===== config.mk =====
export PLATFORM = sky130hd
export DESIGN_NAME = msg_flit_serializer
export DESIGN_NICKNAME = d
export VERILOG_FILES = /design/src/rtl/connect_flit_pkg.sv /design/src/rtl/msg_flit_serializer.sv
export SDC_FILE = /design/constraint.sdc
export NUM_CORES = 1
export LEC_CHECK = 0
export CORE_MARGIN = 4
export CORE_UTILIZATION = 35
export DETAILED_ROUTE_END_ITERATION = 10
export GPL_TIMING_DRIVEN = 0
export PLACE_DENSITY_LB_ADDON = 0.05
export REMOVE_ABC_BUFFERS = 1
export SETUP_SLACK_MARGIN = 0.02
export SYNTH_ARGS = -nofsm -noshare
export SYNTH_HDL_FRONTEND = slang
export SYNTH_SLANG_ARGS = --single-unit

===== constraint.sdc =====
create_clock -name CLK -period 2.3 [get_ports CLK]
set_clock_uncertainty 0.05 [all_clocks]
set_input_delay 0.46 -clock CLK [delete_from_list [all_inputs] [get_ports CLK]]
set_output_delay 0.46 -clock CLK [all_outputs]
set_load 0.02 [all_outputs]

===== src/rtl/connect_flit_pkg.sv =====
// Shared flit format and serializer state encoding for the injection path.
// Flit geometry mirrors connect_parameters.v; defaults apply when it is absent.
`ifndef FLIT_DATA_WIDTH
`define FLIT_DATA_WIDTH 32
`endif
`ifndef DEST_BITS
`define DEST_BITS 4
`endif
`ifndef VC_BITS
`define VC_BITS 1
`endif
`ifndef FLIT_WIDTH
`define FLIT_WIDTH (`FLIT_DATA_WIDTH + `DEST_BITS + `VC_BITS + 2)
`endif

package connect_flit_pkg;

    localparam int FLIT_DATA_WIDTH = `FLIT_DATA_WIDTH;
    localparam int DEST_BITS       = `DEST_BITS;
    localparam int VC_BITS         = `VC_BITS;

    typedef struct packed {
        logic                       valid;
        logic                       is_tail;
        logic [DEST_BITS-1:0]       dst;
        logic [VC_BITS-1:0]         vc;
        logic [FLIT_DATA_WIDTH-1:0] data;
    } flit_t;

    typedef enum logic {
        IDLE = 1'b0,
        SEND = 1'b1
    } ser_state_e;

endpackage


===== src/rtl/msg_flit_serializer.sv =====
// Splits one wide message into body flits plus a tail flit for the flit FIFO.
// Optional perf counters enabled by defining MSG_SER_PERF_CNT_EN.
module msg_flit_serializer
    import connect_flit_pkg::*;
#(
    parameter int MSG_WIDTH = 4 * `FLIT_DATA_WIDTH,
    parameter int VC        = 0
) (
    input  logic                   CLK,
    input  logic                   RST_N,
    input  logic [MSG_WIDTH-1:0]   msg_data,
    input  logic [DEST_BITS-1:0]   msg_dst,
    input  logic                   msg_valid,
    output logic                   msg_ready,
    output logic [`FLIT_WIDTH-1:0] flit_out,
    output logic                   flit_out_valid,
    input  logic                   flit_out_ready,
`ifdef MSG_SER_PERF_CNT_EN
    output logic [31:0]            perf_msgs,
    output logic [31:0]            perf_flits,
    output logic [31:0]            perf_stall,
`endif
    output logic                   busy
);

    localparam int FDW       = FLIT_DATA_WIDTH;
    localparam int NUM_FLITS = (MSG_WIDTH + FDW - 1) / FDW;
    localparam int BEAT_W    = (NUM_FLITS > 1) ? $clog2(NUM_FLITS) : 1;
    localparam int BUF_W     = NUM_FLITS * FDW;
    localparam logic [BEAT_W-1:0] LAST = BEAT_W'(NUM_FLITS - 1);

    ser_state_e           state;
    logic [BEAT_W-1:0]    beat;
    logic [BUF_W-1:0]     msg_buf;
    logic [DEST_BITS-1:0] dst_q;

    logic  sending;
    logic  is_tail;
    logic  msg_fire;
    logic  flit_fire;
    flit_t flit;

    assign sending   = (state == SEND);
    assign is_tail   = (beat == LAST);
    // Tail fire frees the slot in the same cycle for bubble-free packets.
    assign msg_ready = RST_N & (~sending | (is_tail & flit_out_ready));
    assign msg_fire  = msg_valid & msg_ready;
    assign flit_fire = sending & flit_out_ready;

    always_comb begin
        flit = '0;
        if (sending) begin
            flit.valid   = 1'b1;
            flit.is_tail = is_tail;
            flit.dst     = dst_q;
            flit.vc      = VC_BITS'(VC);
            flit.data    = msg_buf[int'(beat) * FDW +: FDW];
        end
    end

    assign flit_out       = flit;
    assign flit_out_valid = sending;
    assign busy           = sending;

    always_ff @(posedge CLK or negedge RST_N) begin
        if (!RST_N) begin
            state   <= IDLE;
            beat    <= '0;
            msg_buf <= '0;
            dst_q   <= '0;
        end else begin
            case (state)
                IDLE: begin
                    if (msg_fire) begin
                        msg_buf <= BUF_W'(msg_data);
                        dst_q   <= msg_dst;
                        beat    <= '0;
                        state   <= SEND;
                    end
                end
                SEND: begin
                    if (flit_fire) begin
                        if (!is_tail) begin
                            beat <= beat + 1'b1;
                        end else if (msg_fire) begin
                            msg_buf <= BUF_W'(msg_data);
                            dst_q   <= msg_dst;
                            beat    <= '0;
                        end else begin
                            state <= IDLE;
                        end
                    end
                end
                default: state <= IDLE;
            endcase
        end
    end

`ifdef MSG_SER_PERF_CNT_EN
    always_ff @(posedge CLK or negedge RST_N) begin
        if (!RST_N) begin
            perf_msgs  <= '0;
            perf_flits <= '0;
            perf_stall <= '0;
        end else begin
            if (msg_fire)
                perf_msgs <= perf_msgs + 32'd1;
            if (flit_fire)
                perf_flits <= perf_flits + 32'd1;
            if (sending && !flit_out_ready)
                perf_stall <= perf_stall + 32'd1;
        end
    end
`endif

endmodule

# Yosys cells after proc, flatten, opt, wreduce, memory -nomap -nowiden
# Cells that the tools add are included.
[totals]
ff_bits = 135
out_inout_bits = 42
wordCells = 33
input_bits = 136
[classes]
n_reduce_logical = 1
add_sub_neg = 1
shifts = 1
n_bitwise = 6
eq_ne = 3
muxes = 17
[ops]
columns = ["operator", "count"]
rows = [
  ["two-way mux 128 bit", 3],
  ["case mux 128 bit (2 select lines)", 1],
  ["indexed part select 128 x 8 -> 32 bit", 1],
  ["two-way mux 39 bit", 1],
  ["two-way mux 4 bit", 3],
  ["case mux 4 bit (2 select lines)", 1],
  ["two-way mux 2 bit", 3],
  ["bitwise AND 1 bit", 4],
  ["!= test 2 x 1 -> 1 bit (second input constant)", 2],
  ["case mux 2 bit (2 select lines)", 1],
  ["two-way mux 1 bit", 3],
  ["adder 2 x 1 -> 2 bit (second input constant)", 1],
  ["equality test 2 bit (second input constant)", 1],
  ["case mux 1 bit (2 select lines)", 1],
  ["AND reduction 2 bit", 1],
  ["inverter 1 bit", 1],
  ["OR 1 bit", 1],
]

# Depth between registers and ports, before layout
[logic_depth]
depth_word = 9
ltp_mapped = 7
depth_no_buf = 4

# Least setup slack after synthesis
# Ideal clock, no wire load.
[synth_path]
path_type = "register to output"
start = "register beat[0]"
end = "output port flit_out[10]"
t_required_ps = 1790
path_stages_with_launch = 5
arrival_time_ps = 1539
path_slack_ps = 251
path_buffers = 2
path_cell_list = "dfrtp_1 -> buf_2 -> buf_2 -> mux4_2 -> and2_1"
[synth_between]
elab_chain_cells = 2
[synth_rtl]
columns = ["item", "line_no", "rtl"]
rows = [
  ["from (decl)", "msg_flit_serializer.sv:33", "logic [BEAT_W-1:0] beat;"],
  ["from (signal assigned)", "msg_flit_serializer.sv:84", "beat <= beat + 1'b1;"],
  ["indexed part select 128 x 8 -> 32 bit", "msg_flit_serializer.sv:57", "flit.data = msg_buf[int'(beat) * FDW +: FDW];"],
  ["two-way mux 39 bit", "msg_flit_serializer.sv:52", "if (sending) begin"],
  ["to (decl)", "msg_flit_serializer.sv:15", "output logic [`FLIT_WIDTH-1:0] flit_out,"],
]
# Every way passes these cells.

# Worst setup path in the final report
[layout_path]
start = "register beat[0]"
end = "output port flit_out[9]"
# The elaborated chain is that of the path after synthesis.

==> run_results.csv <==
group,metric,value,unit
critical_path,slowest_delay,0.51,ns
global_route,grt_pass1_vias,4338,
clock_network,cts_made_buffers,17,
place,pre_cts_ws,-1.10,ns
yosys,synth_area_leader_cell,"dfrtp_1",
die,die_area,0.0203,mm2
global_route,grt_pass1_wl,25000,um
die,coreArea,0.0175,mm2
sta,timing.final.crit_period,2.40,ns
die,start_util,36.1,%
critical_path,path_cells,"buf_12 > mux4_2 > and2_4 > buf_6",
outcome,status,"finished, violations left",
critical_path,r2r_cells,8,
clock_network,cts.sink_count,135,
critical_path,critPathSlowestCell,"dfrtp_4",
sta,layout_setup_ws,-0.101,ns
yosys,synth_top_family_by_area,"multiplexers",
sta,finalHoldViolations,63,
detailed_routing,wire_per_inst,20.1,um
critical_path,cp-start-kind,"flop",
clock_network,clock_latency,0.41,ns
yosys,yosysWarnings,0,
clock_network,cts-root-buf,"clkbuf_16",
sta,rsz0062_at_grt,"true",
detailed_routing,drt_iter0_drc,140,
sta,fmax,0.417,GHz
yosys,synthAdderAreaFrac,0.198,%
job,drv_cap,0,
sta,timing.hold.ws,-0.126,ns
critical_path,ff2ff_setup_slack,0.10,ns
critical_path,crit_type,"flop to output pin",
die,die_x,142,um
detailed_routing,drtAntennaViolNets,0,
clock_network,cts_buffer_depth,2,
detailed_routing,vias,3913,
yosys,synth_area_per_cell,16.6,um2
sta,period_share,104,%
die,io_pins,178,
clock_network,path_clk_slew,0.06,ns
yosys,synth_xor_area_share,0.138,%
critical_path,required,1.79,ns
final_layout,mostFrequentLayoutCells,"clkdlybuf4s50_1 (141), dfrtp_1 (132), mux2_2 (74)",
die,die_y,142,um
critical_path,cp.depth,4,
global_route,grt.total_usage,16.4,%
pwr,p_per_area,1520,mW/mm2
global_route,grt_max_degree,75,
critical_path,cp_max_fo,8,
final_layout,fillCellCount,1458,
yosys,synth_mux_area_share,38.5,%
sta,drv_slew,0,
die,fp-row-count,48,
yosys,synthCells,381,
yosys,synth_top_cell_area_share,53.4,%
yosys,ys_ff_latch,135,
yosys,synth_area_leaders,"dfrtp_1 (53%), mux2_4 (14%), mux2_2 (13%), mux4_2 (11%), and2_1 (3.8%)",
pwr,power,14.4,mW
yosys,synth-simple-area-share,4.25,%
sta,setup_violations,33,
final_layout,nets,714,
global_route,grt_overflow,0,
critical_path,endpoint_kind,"output pin",
detailed_routing,drt_wl_total,16400,um
clock_network,cts_tree,"done",
yosys,seq_area_frac_synth,53.4,%
place,portBuffers,176,
yosys,synth-compound-area-share,0.336,%
final_layout,drive_gt1_share,50.7,%
clock_network,cts.htree.levels,4,
yosys,synth_cell_types,21,
detailed_routing,drtPass1Iterations,4,
detailed_routing,post-route-drc-count,0,
final_layout,syn_to_final_growth,49.6,%
final_layout,seq_area,0.00339,mm2
outcome,violations,"negative hold slack, negative setup slack",
final_layout,layout_commonest_cell,"clkdlybuf4s50_1",
global_route,antenna_found_initial,0,
final_layout,antenna_cells,0,
final_layout,multi_input_area,0.00285,mm2
detailed_routing,avgViaCountPerCell,4.80,
critical_path,crit_family,"flip-flops",
critical_path,cp.arrival,1.89,ns
worst_hold_path,hp-class,"primary input to async pin",
pwr,p_leak,4.02,nW
place,place.gp.congestion,0.750,
yosys,synthesis.area,0.00633,mm2
critical_path,crit_buf_inv,2,
place,dp_hpwl,9950,um
pwr,peakVddDrop,0.822,mV
## final timing paths
path,startpoint,endpoint
max in group asynchronous,RST_N,msg_buf[63]
min in group CLK,dst_q[0],dst_q[0]
min reg2reg,dst_q[0],dst_q[0]
max reg2reg,beat[0],msg_buf[102]
max,beat[0],flit_out[9]
min,RST_N,msg_buf[14]
## power breakdown
part	internal [mW]	total [mW]	leakage, nW	switching (mW)
combinational	4.78	7.51	2.14	2.72
clock	1.60	2.63	0.269	1.03
sequential	3.60	4.28	1.61	0.677
total	9.98	14.4	4.02	4.43
## routing by layer
layer | track usage, % | part of all wire [%]
met1 | 21.6 | 44
met3 | 6.25 | 7.2
met5 | 0 | 0
met4 | 4.05 | 0.86
met2 | 25.8 | 48
## state kept, by name (all words and copies together) (netlist names)
register  cells
msg_buf     128
busy          1
beat          2
dst_q         4
## stage by stage
stage | util [%] | cells | setup TNS (ns) | instance area (um2) | hold slack, ns
4_1_cts | 53.4 | 812 | -4.32 | 9370 | -0.126
3_3_place_gp | 46.6 | 752 | -2794.67 | 8180 | 0.432
2_1_floorplan | - | 351 | -1105.27 | 6130 | 0.114
5_1_grt | 54.0 | 815 | -4.60 | 9470 | -0.125
6_report | 54.0 | 815 | -2.47 | 9470 | -0.126
3_5_place_dp | 47.6 | 760 | -117.49 | 8360 | 0.440
## cells in the mapped netlist
master and instances:
a21bo_1 1, and2_1 38, buf_2 11, buf_4 3, buf_6 8, clkbuf_1 8
conb_1 1, dfrtp_1 135, ha_1 1, inv_1 1, mux2_2 74, mux2_4 58
mux2i_1 1, mux4_2 32, nand2_1 2, nand3b_1 1, nor2_1 1, nor2b_1 2
o21ai_0 1, o22ai_1 1, xor2_1 1
## kinds of logic (layout without fill, tap and decap cells)
kind of cell             count (synthesis)  after routing
multiplexers                           165            165
flip-flops                             135            135
AND/OR/NAND/NOR                         44             44
buffers and inverters                   31            240
AO/OA/AOI/OAI                            3              3
adder cells (fa/ha/maj)                  1              1
other                                    1              1
XOR/XNOR                                 1              1
## area by class of cell
class | count | share of cell area [%]
tap | 225 | 2.97
clock inverter | 11 | 1.04
inverter | 1 | 0.0396
timing repair buffer | 207 | 25.0
multi-input combinational | 215 | 30.1
clock buffer | 21 | 5.07
sequential | 135 | 35.8
## what timing repair did
item	in CTS	in global routing
pin swaps	22	12
buffers inserted	16	3
gates resized for setup	223	26
gates cloned	5	2
hold endpoints to repair	63	63
endpoints found under the setup margin	175	119
No activity file was read; power rests on OpenSTA's default activity.
==> RTL change 1 (same flow settings) <==
Change the macro `DEST_BITS` from 4 to 6.
--- a/src/rtl/connect_flit_pkg.sv
+++ b/src/rtl/connect_flit_pkg.sv
@@ -6,3 +6,3 @@
 `ifndef DEST_BITS
-`define DEST_BITS 4
+`define DEST_BITS 6
 `endif
Ports: changed (resized flit_out and msg_dst); port bits go from 178 to 182. No check against the original RTL was run, so the function may have changed too.
==> RTL change 1 against the unedited design <==
Sequential power hardly changed. The run still ends with hold timing, setup timing left. Count of clock-buffer cells in the layout is 2 lower. Highest routed layer unchanged. Setup slack worse by 130 ps. Sequential cell count is 2 higher. Synthesized area hardly changed. Total power is 0.37% higher. Largest power group unchanged. Critical endpoint is now flit_out[2]. Final area is 1.5% higher. Routed wire length is 2.3% higher. Critical path type unchanged.
==> RTL change 1: results (changes against the unedited design) <==
.. list-table::
   :header-rows: 1

   * - Metric
     - Value
   * - Final Hold Vio Count
     - 77 (+22%)
   * - Violations in the final reports
     - hold timing, setup timing
   * - Number of distinct standard cells referenced by the synthesized netlist
     - 22 (+4.8%)
   * - Clock network fraction of design power
     - 19.8% (+1.6 points)
   * - Power in sequential cells
     - 0.00429 W (about the same)
   * - Fraction of final layout cells sized beyond drive strength 1
     - 49.34% (-1.3 points)
   * - Final worst setup slack
     - -232.3 ps (-131.5 ps)
   * - Power density over cell area
     - 1506 nW/um^2 (-1.1%)
   * - Final #Nets
     - 734 (+2.8%)
   * - Cell leakage power
     - 4.057 nW (+0.87%)
   * - Via count of the first global-routing pass
     - 4426 (+2.0%)
   * - Max rail drop VDD
     - 0.0008211 V (about the same)
   * - Via count normalized by instance count
     - 4.791 (-0.21%)
   * - Setup-failing EPs final
     - 33 (unchanged)
   * - Number of violations reported at the end of detailed-routing iteration 0
     - 74 (-47%)
   * - Wire length of the first global-routing pass
     - 25110 microns (+0.52%)
   * - Synth Area in Compound Gates
     - 0.3358% (about the same)
   * - Number of buffer cells added on primary ports
     - 180 (+2.3%)
   * - Maximum number of pins on one net before global-route repair
     - 79 (+5.3%)
   * - Buffers excl. clock
     - 218 (+5.3%)
   * - Sequential area share after synthesis
     - 54.12% (+0.75 points)
   * - Post-route worst hold slack
     - -94.70 ps (+30.95 ps)
   * - Storage cell area
     - 3440 sq um (+1.5%)
   * - Worst reg2reg path endpoint
     - msg_buf[84]$_DFFE_PN0P_
   * - Result of the run
     - finished, violations left
   * - Placer Congestion
     - 0.7258 (-3.2%)
   * - Cell family contributing the most delay on the critical path
     - buffers and inverters
   * - Area of the multi-input gates
     - 2808 sq um (-1.5%)
   * - Area fraction of clock buffers and clock inverters
     - 6.444% (+0.33 points)
   * - Multi-input gates
     - 220 (+2.3%)
   * - Avg Inst Size Synth
     - 16.37 sq um (-1.5%)
RTL change 1: cell count changes after synthesis, sizes merged:
cell,delta
and2,+2
dfrtp,+2
mux2,+2
RTL change 1: repair_timing:
action                                  CTS  global route
gates resized for setup                 219            17
setup buffers                            17             5
pin swaps                                13             3
gates cloned                              8             4
endpoints found under the setup margin  179           121
endpoints found under the hold margin    77            77
RTL change 1: how the worst min path moves through the flow:
stage,endpoint,slack (ps),cells past startpoint
after global placement,dst_q[2]$_DFFE_PN0P_,430,1
after detailed placement,msg_buf[78]$_DFFE_PN0P_,440,1
after global routing,msg_buf[12]$_DFFE_PN0P_,-80,1
after floorplan,beat[0]$_DFFE_PN0N_,110,0
after CTS,msg_buf[12]$_DFFE_PN0P_,-90,1
final,msg_buf[12]$_DFFE_PN0P_,-90,1
RTL change 1: layer usage:
metal	routed length (microns)	GRT usage [%]	up-vias
li1	-	-	1817
met1	6877	20.27	2048
met2	8536	27.97	118
met3	1227	6.620	8
met4	141	3.602	0
met5	0	0	-
==> RTL change 2 (same settings) <==
Without the edit above. Add a define of `MSG_SER_PERF_CNT_EN`.
--- a/src/rtl/msg_flit_serializer.sv
+++ b/src/rtl/msg_flit_serializer.sv
@@ -2,2 +2,4 @@
 // Optional perf counters enabled by defining MSG_SER_PERF_CNT_EN.
+`define MSG_SER_PERF_CNT_EN
+
 module msg_flit_serializer
Formal check against the unedited RTL (old outputs only; new: perf_flits, perf_msgs and perf_stall): same outputs for any inputs over 4 cycles, from zero or initial values and one cycle with RST_N low; that may be too few to reach the edited logic, so the function may still have changed.
==> RTL change 2 against the unedited design <==
The flow still finishes with violations (hold timing, setup timing). Hold slack improved by 32 ps. Final area grew 63%. Setup slack worse by 180 ps. Via count is 88% higher. Cell count is 83% higher. Sequential cell count increased by 96. Synthesized area grew 65%. Routed wire length is 81% higher. Total power up 30%. Largest power group unchanged. Highest routed layer is now met5.
==> RTL change 2: results (changes against the unedited design) <==
.. list-table::
   :header-rows: 1

   * - Metric
     - Value
   * - Result of the run
     - finished, violations left
   * - Violations in the final reports
     - hold timing, setup timing
   * - Number of buffer cells added on primary ports
     - 272 (+55%)
   * - Largest cells by area after synthesis
     - dfrtp_1 55%, mux2_2 15%, mux4_2 6.9%, xnor2_1 4.6%, xor2_1 3.2%
   * - Post-route worst hold slack
     - -93.57 ps (+32.08 ps)
   * - Maximum buffer depth of the clock tree
     - 3 (+1)
   * - Wire length of the first global-routing pass
     - 45620 microns (+83%)
   * - Fraction of final layout cells sized beyond drive strength 1
     - 30.69% (-20 points)
   * - Final Hold Vio Count
     - 136 (+120%)
   * - Clock network latency to the later pin of the worst-skew pair
     - 530 ps (+120 ps)
   * - Cell leakage power
     - 6.580 nW (+64%)
   * - Total routing usage reported by global routing
     - 17.38% (+0.97 points)
   * - TritonCTS buffer count
     - 28 (+11)
   * - Top fanout value on the critical path
     - 6 (-2)
   * - Via count of the first global-routing pass
     - 7660 (+77%)
   * - Sequential area share after synthesis
     - 55.18% (+1.8 points)
   * - Placement Setup Slack
     - -847.9 ps (+253.0 ps)
   * - Via count normalized by instance count
     - 4.946 (+3.0%)
   * - H-tree Lvls
     - 1 (-3)
   * - Detailed-route wire length per cell
     - 19.91 microns (-1.1%)
   * - Number of violations reported at the end of detailed-routing iteration 0
     - 245 (+75%)
   * - Placer Congestion
     - 0.7491 (about the same)
   * - Number of antenna violations at the first check in global routing
     - 8 (+8)
   * - Detailed placement HPWL
     - 18970 microns (+91%)
   * - Data arrival time at the worst-slack endpoint
     - 2080 ps (+190 ps)
   * - Total of fill cells in the finished design
     - 2645 (+81%)
   * - Placed cell area
     - 13680 sq um (+64%)
   * - Number of distinct standard cells referenced by the synthesized netlist
     - 35 (+67%)
   * - Final worst setup slack
     - -285.2 ps (-184.4 ps)
   * - Final #Nets
     - 1216 (+70%)
   * - Number of optimization iterations in the first detailed-route pass
     - 5 (+1)
   * - Setup-failing EPs final
     - 34 (+3.0%)
[RTL change 2: cell count changes in the layout (fill, tap and decap cells not counted), sizes merged, moves of 11 or more]
cell and change:
dfrtp +96, clkdlybuf4s50 +88, xnor2 +55, nand4 +46, nand2 +38, xor2 +37, nand3 +21, nor4 +18
clkbuf +16, nor3 +15, and3 +13, nor2 +11
[RTL change 2: logic make-up after synthesis]
family	Yosys count	synth area share [%]
buffers and inverters	45	1.959
XOR/XNOR	93	7.776
flip-flops	231	55.18
multiplexers	167	21.39
AND/OR/NAND/NOR	230	12.72
AO/OA/AOI/OAI	6	0.4538
adder cells (fa/ha/maj)	4	0.4778
other	1	0.03580
[RTL change 2: what timing repair did]
item                       CTS  global route
hold buffers                 5             3
hold endpoints to repair    27            27
setup endpoints to repair  204           166
resized for setup          270            19
setup buffers               12             4
cloned                       3             3
pin swaps                   11             9
[RTL change 2: worst paths after layout]
check / startpoint / to / slack (ps) / cells past startpoint
min in group CLK: perf_stall[31]$_DFFE_PN0P_ / perf_stall[31]$_DFFE_PN0P_ / 410 / 1
worst max register to register: beat[0]$_DFFE_PN0N_ / perf_msgs[30]$_DFFE_PN0P_ / 70 / 7
worst min-delay path: RST_N / msg_buf[73]$_DFFE_PN0P_ / -90 / 2
worst max-delay path: beat[0]$_DFFE_PN0N_ / flit_out[20] / -290 / 5
max in group asynchronous: RST_N / perf_stall[9]$_DFFE_PN0P_ / 780 / 3
worst min register to register: perf_stall[31]$_DFFE_PN0P_ / perf_stall[31]$_DFFE_PN0P_ / 410 / 1
[RTL change 2: metrics by stage]
step	util, %	cells
2_1_floorplan	-	738
3_3_place_gp	45.68	1400
3_5_place_dp	46.29	1407
4_1_cts	51.45	1478
5_1_grt	52.25	1490
6_report	52.25	1490
[RTL change 2: per-layer routing]
layer,track usage (%),vias to the layer above,share of wire [%]
met2,27.88,186,47
li1,-,3417,-
met4,3.603,12,2.1
met5,0,-,0.29
met1,23.12,3703,43
met3,6.000,51,7.4
[RTL change 2: critical path, stage by stage (launching register included)]
cell	delay [ps]
dfrtp_4	450
buf_12	140
buf_16	140
mux4_2	500
and2_4	180
buf_6	120
[RTL change 2: where the power goes]
group	switching (W)	total, W	internal [W]
Sequential	0.000801	0.00623	0.00543
Clock	0.00176	0.00480	0.00304
Combinational	0.00315	0.00777	0.00461
Total	0.00571	0.0188	0.0131
[RTL change 2: final cells by class]
cell class / count / area share [%]
Timing Repair Buffer: 307 / 21.79
Antenna cell: 2 / 0.03240
Multi-Input combinational cell: 502 / 30.75
Clock inverter: 15 / 1.337
Tap cell: 390 / 3.159
Sequential cell: 231 / 37.50
Clock buffer: 37 / 5.282
Inverter: 6 / 0.1458
